===== src/rtl/scan_decoder.sv =====
// -----------------------------------------------------------------------------
// scan_decoder
//
// Registered N-to-2^N line decoder for digit/row strobing. It has two modes:
//   - direct mode: the decoded line follows an index that is changed only by
//     load.
//   - scan mode: the index steps automatically, holding each line for DWELL
//     cycles.
// Every output is taken straight from a flop, so no combinational path runs
// from any input to any output.
//
// Parameters
//   SEL_W      select width, 1..6; the number of lines is NOUT = 2**SEL_W
//   DWELL      cycles each line stays active in scan mode (>= 1)
//   ACTIVE_LOW 1: the selected line is 0 and the others are 1
//              0: one-hot high
//
// Ports
//   clk    rising-edge clock
//   rst_n  asynchronous active-low reset
//   en_n   active-low enable; when high, all lines go inactive at the next edge
//   mode   0 = direct (decode idx), 1 = scan (auto-step)
//   load   single-cycle strobe, idx <= sel (takes effect in both modes)
//   sel    index to load
//   W      decoded lines, NOUT bits, polarity set by ACTIVE_LOW
//   idx    current index register
//   wrap   single-cycle pulse when the scan steps from NOUT-1 back to 0
// -----------------------------------------------------------------------------
module scan_decoder #(
  parameter int SEL_W      = 2,
  parameter int DWELL      = 4,
  parameter bit ACTIVE_LOW = 1'b1
) (
  input  logic                  clk,
  input  logic                  rst_n,
  input  logic                  en_n,
  input  logic                  mode,
  input  logic                  load,
  input  logic [SEL_W-1:0]      sel,
  output logic [2**SEL_W-1:0]   W,
  output logic [SEL_W-1:0]      idx,
  output logic                  wrap
);

  localparam int NOUT  = 2 ** SEL_W;
  // The dwell counter is at least one bit wide, so DWELL = 1 still has a
  // legal (always-zero) counter.
  localparam int CNT_W = (DWELL > 1) ? $clog2(DWELL) : 1;

  localparam logic [CNT_W-1:0] CNT_MAX = CNT_W'(DWELL - 1);
  localparam logic [SEL_W-1:0] IDX_MAX = SEL_W'(NOUT - 1);
  localparam logic [NOUT-1:0]  W_IDLE  = {NOUT{ACTIVE_LOW}};

  logic [SEL_W-1:0] idx_reg,  idx_next;
  logic [CNT_W-1:0] cnt_reg,  cnt_next;
  logic [NOUT-1:0]  w_reg,    w_next;
  logic             wrap_reg, wrap_next;
  logic [NOUT-1:0]  onehot_next;

  // ---------------------------------------------------------------------------
  // Index / dwell next-state. Priority order: load, then disable-hold, then
  // scan step, then direct mode.
  // ---------------------------------------------------------------------------
  always_comb begin
    idx_next  = idx_reg;
    cnt_next  = cnt_reg;
    wrap_next = 1'b0;

    if (load) begin
      // A load restarts the dwell, so the loaded line gets a full period.
      idx_next = sel;
      cnt_next = '0;
    end else if (en_n) begin
      // Disabled: freeze the index and the count so the scan resumes where it
      // stopped.
      idx_next = idx_reg;
      cnt_next = cnt_reg;
    end else if (mode) begin
      if (cnt_reg == CNT_MAX) begin
        cnt_next  = '0;
        // The natural SEL_W-bit overflow gives the modulo-NOUT wrap.
        idx_next  = idx_reg + SEL_W'(1);
        wrap_next = (idx_reg == IDX_MAX);
      end else begin
        cnt_next = cnt_reg + CNT_W'(1);
      end
    end else begin
      // Direct mode keeps the count at zero. Switching into scan mode
      // therefore always starts with a full dwell on the current line.
      cnt_next = '0;
    end
  end

  // ---------------------------------------------------------------------------
  // Decode the index the register is about to take, so the line change appears
  // on the same edge that changes idx.
  // ---------------------------------------------------------------------------
  genvar gi;
  generate
    for (gi = 0; gi < NOUT; gi++) begin : g_dec
      assign onehot_next[gi] = (idx_next == SEL_W'(gi));
    end
  endgenerate

  always_comb begin
    w_next = W_IDLE;
    if (!en_n) begin
      w_next = ACTIVE_LOW ? ~onehot_next : onehot_next;
    end
  end

  // ---------------------------------------------------------------------------
  // State and output registers
  // ---------------------------------------------------------------------------
  always_ff @(posedge clk or negedge rst_n) begin
    if (!rst_n) begin
      idx_reg  <= '0;
      cnt_reg  <= '0;
      w_reg    <= W_IDLE;
      wrap_reg <= 1'b0;
    end else begin
      idx_reg  <= idx_next;
      cnt_reg  <= cnt_next;
      w_reg    <= w_next;
      wrap_reg <= wrap_next;
    end
  end

  assign W    = w_reg;
  assign idx  = idx_reg;
  assign wrap = wrap_reg;

endmodule


===== config.mk =====
export PLATFORM = sky130hd
export DESIGN_NAME = scan_decoder
export DESIGN_NICKNAME = d
export VERILOG_FILES = /design/src/rtl/scan_decoder.sv
export SDC_FILE = /design/constraint.sdc
export NUM_CORES = 1
export LEC_CHECK = 0
export BUFFER_PORTS_ARGS = -buffer_cell sky130_fd_sc_hd__buf_2
export CAP_MARGIN = 20
export CORE_AREA = 2 2 39 41
export CTS_CLUSTER_DIAMETER = 120
export DETAILED_ROUTE_END_ITERATION = 8
export DIE_AREA = 0 0 41 43
export PLACE_DENSITY_LB_ADDON = 0.05
export SYNTH_ARGS = -nofsm -noshare
export SYNTH_HDL_FRONTEND = slang
export SYNTH_SLANG_ARGS = --single-unit

===== constraint.sdc =====
create_clock -name clk -period 1.3 [get_ports clk]
set_input_delay 0.065 -clock clk [delete_from_list [all_inputs] [get_ports clk]]
set_output_delay 0.065 -clock clk [all_outputs]
set_load 0.02 [all_outputs]

==> reports/qor.csv <==
metric,value,unit
status,finished with violations,
violations,setup timing,
largest_reg_flops,4,
hold_violations,0,
die_h,43,um
vias,381,
fin_setup_tns,-0.0108,ns
synth-warning-count,0,
dieArea,1760,um2
antenna_left,0,
fin_cells,76,
ys_seq_area_share,49.5,%
cts_buffer_depth,2,
htreeDepth,1,
worstSetupPathType,flip-flop to flip-flop,
hold_ws,0.0813,ns
powerDensity,1020,nW/um2
comb_power_share,19.6,%
start_kind,flip-flop,
setup_viol,2,
relSlewSlack,83.0,%
rr_worst_depth,4,
drv_slew,0,
end_kind,flip-flop,
power.switching,0.180,mW
numCtsBuffers,3,
seq_power_share,47.3,%
ys_seq_elements,9,
tightest_slew,0.254,ns
port_buffers,13,
rows,14,
coreArea,1380,um2
crit_fanout,5,
fin_nets,71,
clk_pin_slew_worst_paths,0.06,ns
diodes,0,
vdd_ir_drop_max,0.000512,V
place_ws,-0.0880,ns
synth_cell_types,22,
gp_congestion,0.649,
synth.avg_cell_area,12.2,um2
hp-class,primary input to flip-flop,
grt_pass1_wl,1.74,mm
cts.sinks,9,
fin_skew,0.00267,ns
mostFrequentLayoutCells,"buf_2 (13), nand3b_1 (5), buf_4 (5), dfstp_2 (4)",
cap_viol_max_count,0,
synth_nets,48,
power_frac_clock,33.1,%
post_drt_wl_per_cell,14.1,um
p_int,0.480,mW
min_delay_worst_endpoint,idx[1],
required,1.50,ns
rsz0062_at_grt,true,
antenna_found_initial,0,
finalWorstSetupSlack,-0.00931,ns
place_area,576,um2
io_pins,14,
cts-root-buf,clkbuf_4,
insertion_delay,0.26,ns
total_power,0.659,mW
placed_cells,70,
power.leakage,0.269,nW
final_area,647,um2
crit_arrival,1.50,ns
hold_path_depth,3,
regToRegStartpoint,idx[1],
grtUsageTotal,15.6,%
drive_gt1_share,56.7,%
r2r_end,W[2],
drt_iter0_markers,3,
gr-total-overflow,0,
start_util,33.6,%
period_minus_slack,1.31,ns
swShare,27.2,%
min-delay-start,sel[1],
post-route-util,46.7,%
via_per_inst,5.01,
syn_inst,38,
grt_start_max_net_pins,11,
syn-cell-area,465,um2
cts_tree,built,
drc,0,
hpwl,812,um
max_freq,764,MHz
grt_pass1_vias,395,
reg2reg_setup_slack,-0.009,ns
period_share,101,%
area_growth,39.0,%
drtPass1Iterations,4,
fp.dieW,41,um
wl,1.07,mm
final_common_cell,buf_2,
==> worst max path at each step <==
stage,end,depth (start not counted),from
2_1_floorplan,W[2],4,idx[1]
3_3_place_gp,W[2],4,cnt_reg[0]
3_5_place_dp,W[2],4,cnt_reg[0]
4_1_cts,W[2],4,idx[1]
5_1_grt,W[2],4,idx[1]
6_report,W[2],4,idx[1]
==> cells in the mapped netlist <==
cell | count | share of area (%)
and4b_4 | 1 | 3.0
a31oi_1 | 1 | 1.3
o21ai_0 | 2 | 2.2
nor2_1 | 2 | 1.6
a211o_1 | 1 | 1.9
nor3b_1 | 1 | 1.6
nand3b_1 | 5 | 8.1
xnor2_1 | 1 | 1.9
dfstp_2 | 4 | 23
nor4b_1 | 1 | 1.9
dfrtp_1 | 5 | 27
nand2_1 | 1 | 0.81
nand2b_1 | 1 | 1.3
nor2b_1 | 1 | 1.3
a211oi_4 | 1 | 4.3
o21a_1 | 1 | 1.6
nand4b_1 | 1 | 1.9
or2b_1 | 1 | 1.6
buf_4 | 1 | 1.6
ha_1 | 3 | 8.1
a21oi_1 | 2 | 2.2
and4b_2 | 1 | 2.4
==> power groups by stage <==
stage	clock network (mW)	logic, mW	registers, mW
2_1_floorplan	0	0.0441	0.335
3_3_place_gp	0	0.112	0.313
3_5_place_dp	0	0.118	0.314
4_1_cts	0.225	0.126	0.312
5_1_grt	0.246	0.146	0.313
6_report	0.218	0.129	0.312
==> worst max-delay path, cell delays in order, from the launching register on <==
cell	delay [ns]
dfrtp_2	0.43
ha_4	0.23
and4b_4	0.19
a211oi_4	0.22
nand3b_1	0.17
==> kinds of logic (layout without fill, tap and decap cells) <==
group / count (synthesis) / in the layout / share of synthesized area, %
simple gates: 16 / 16 / 25.5
buf+inv: 1 / 23 / 1.61
compound gates: 8 / 8 / 13.4
xor+xnor: 1 / 1 / 1.88
fa+ha+maj: 3 / 3 / 8.07
flops: 9 / 9 / 49.5
==> timing repair <==
action | in CTS | in global routing
hold buffers | 1 | 0
pin swaps | 1 | 2
hold endpoints to repair | 9 | 0
endpoints found under the setup margin | 5 | 6
gates resized for setup | 3 | 1
buffers inserted | 0 | 1
==> cell type report <==
| type | count | area (um2) |
|---|---|---|
| fillers | 144 | 737 |
| repair buffers | 19 | 113 |
| well taps | 16 | 20.0 |
| clock buffers | 4 | 26.3 |
| multi-input cells | 28 | 255 |
| flip-flops and latches | 9 | 233 |
==> per-layer routing <==
metal / global-route usage, % / vias to the layer above / wire length [um]
met2: 26.3 / 15 / 587
met5: 0 / - / 0
met1: 15.9 / 183 / 409
met3: 3.66 / 0 / 76
met4: 10.0 / 0 / 0
li1: - / 183 / -
Power figures use the tool's default switching activity.
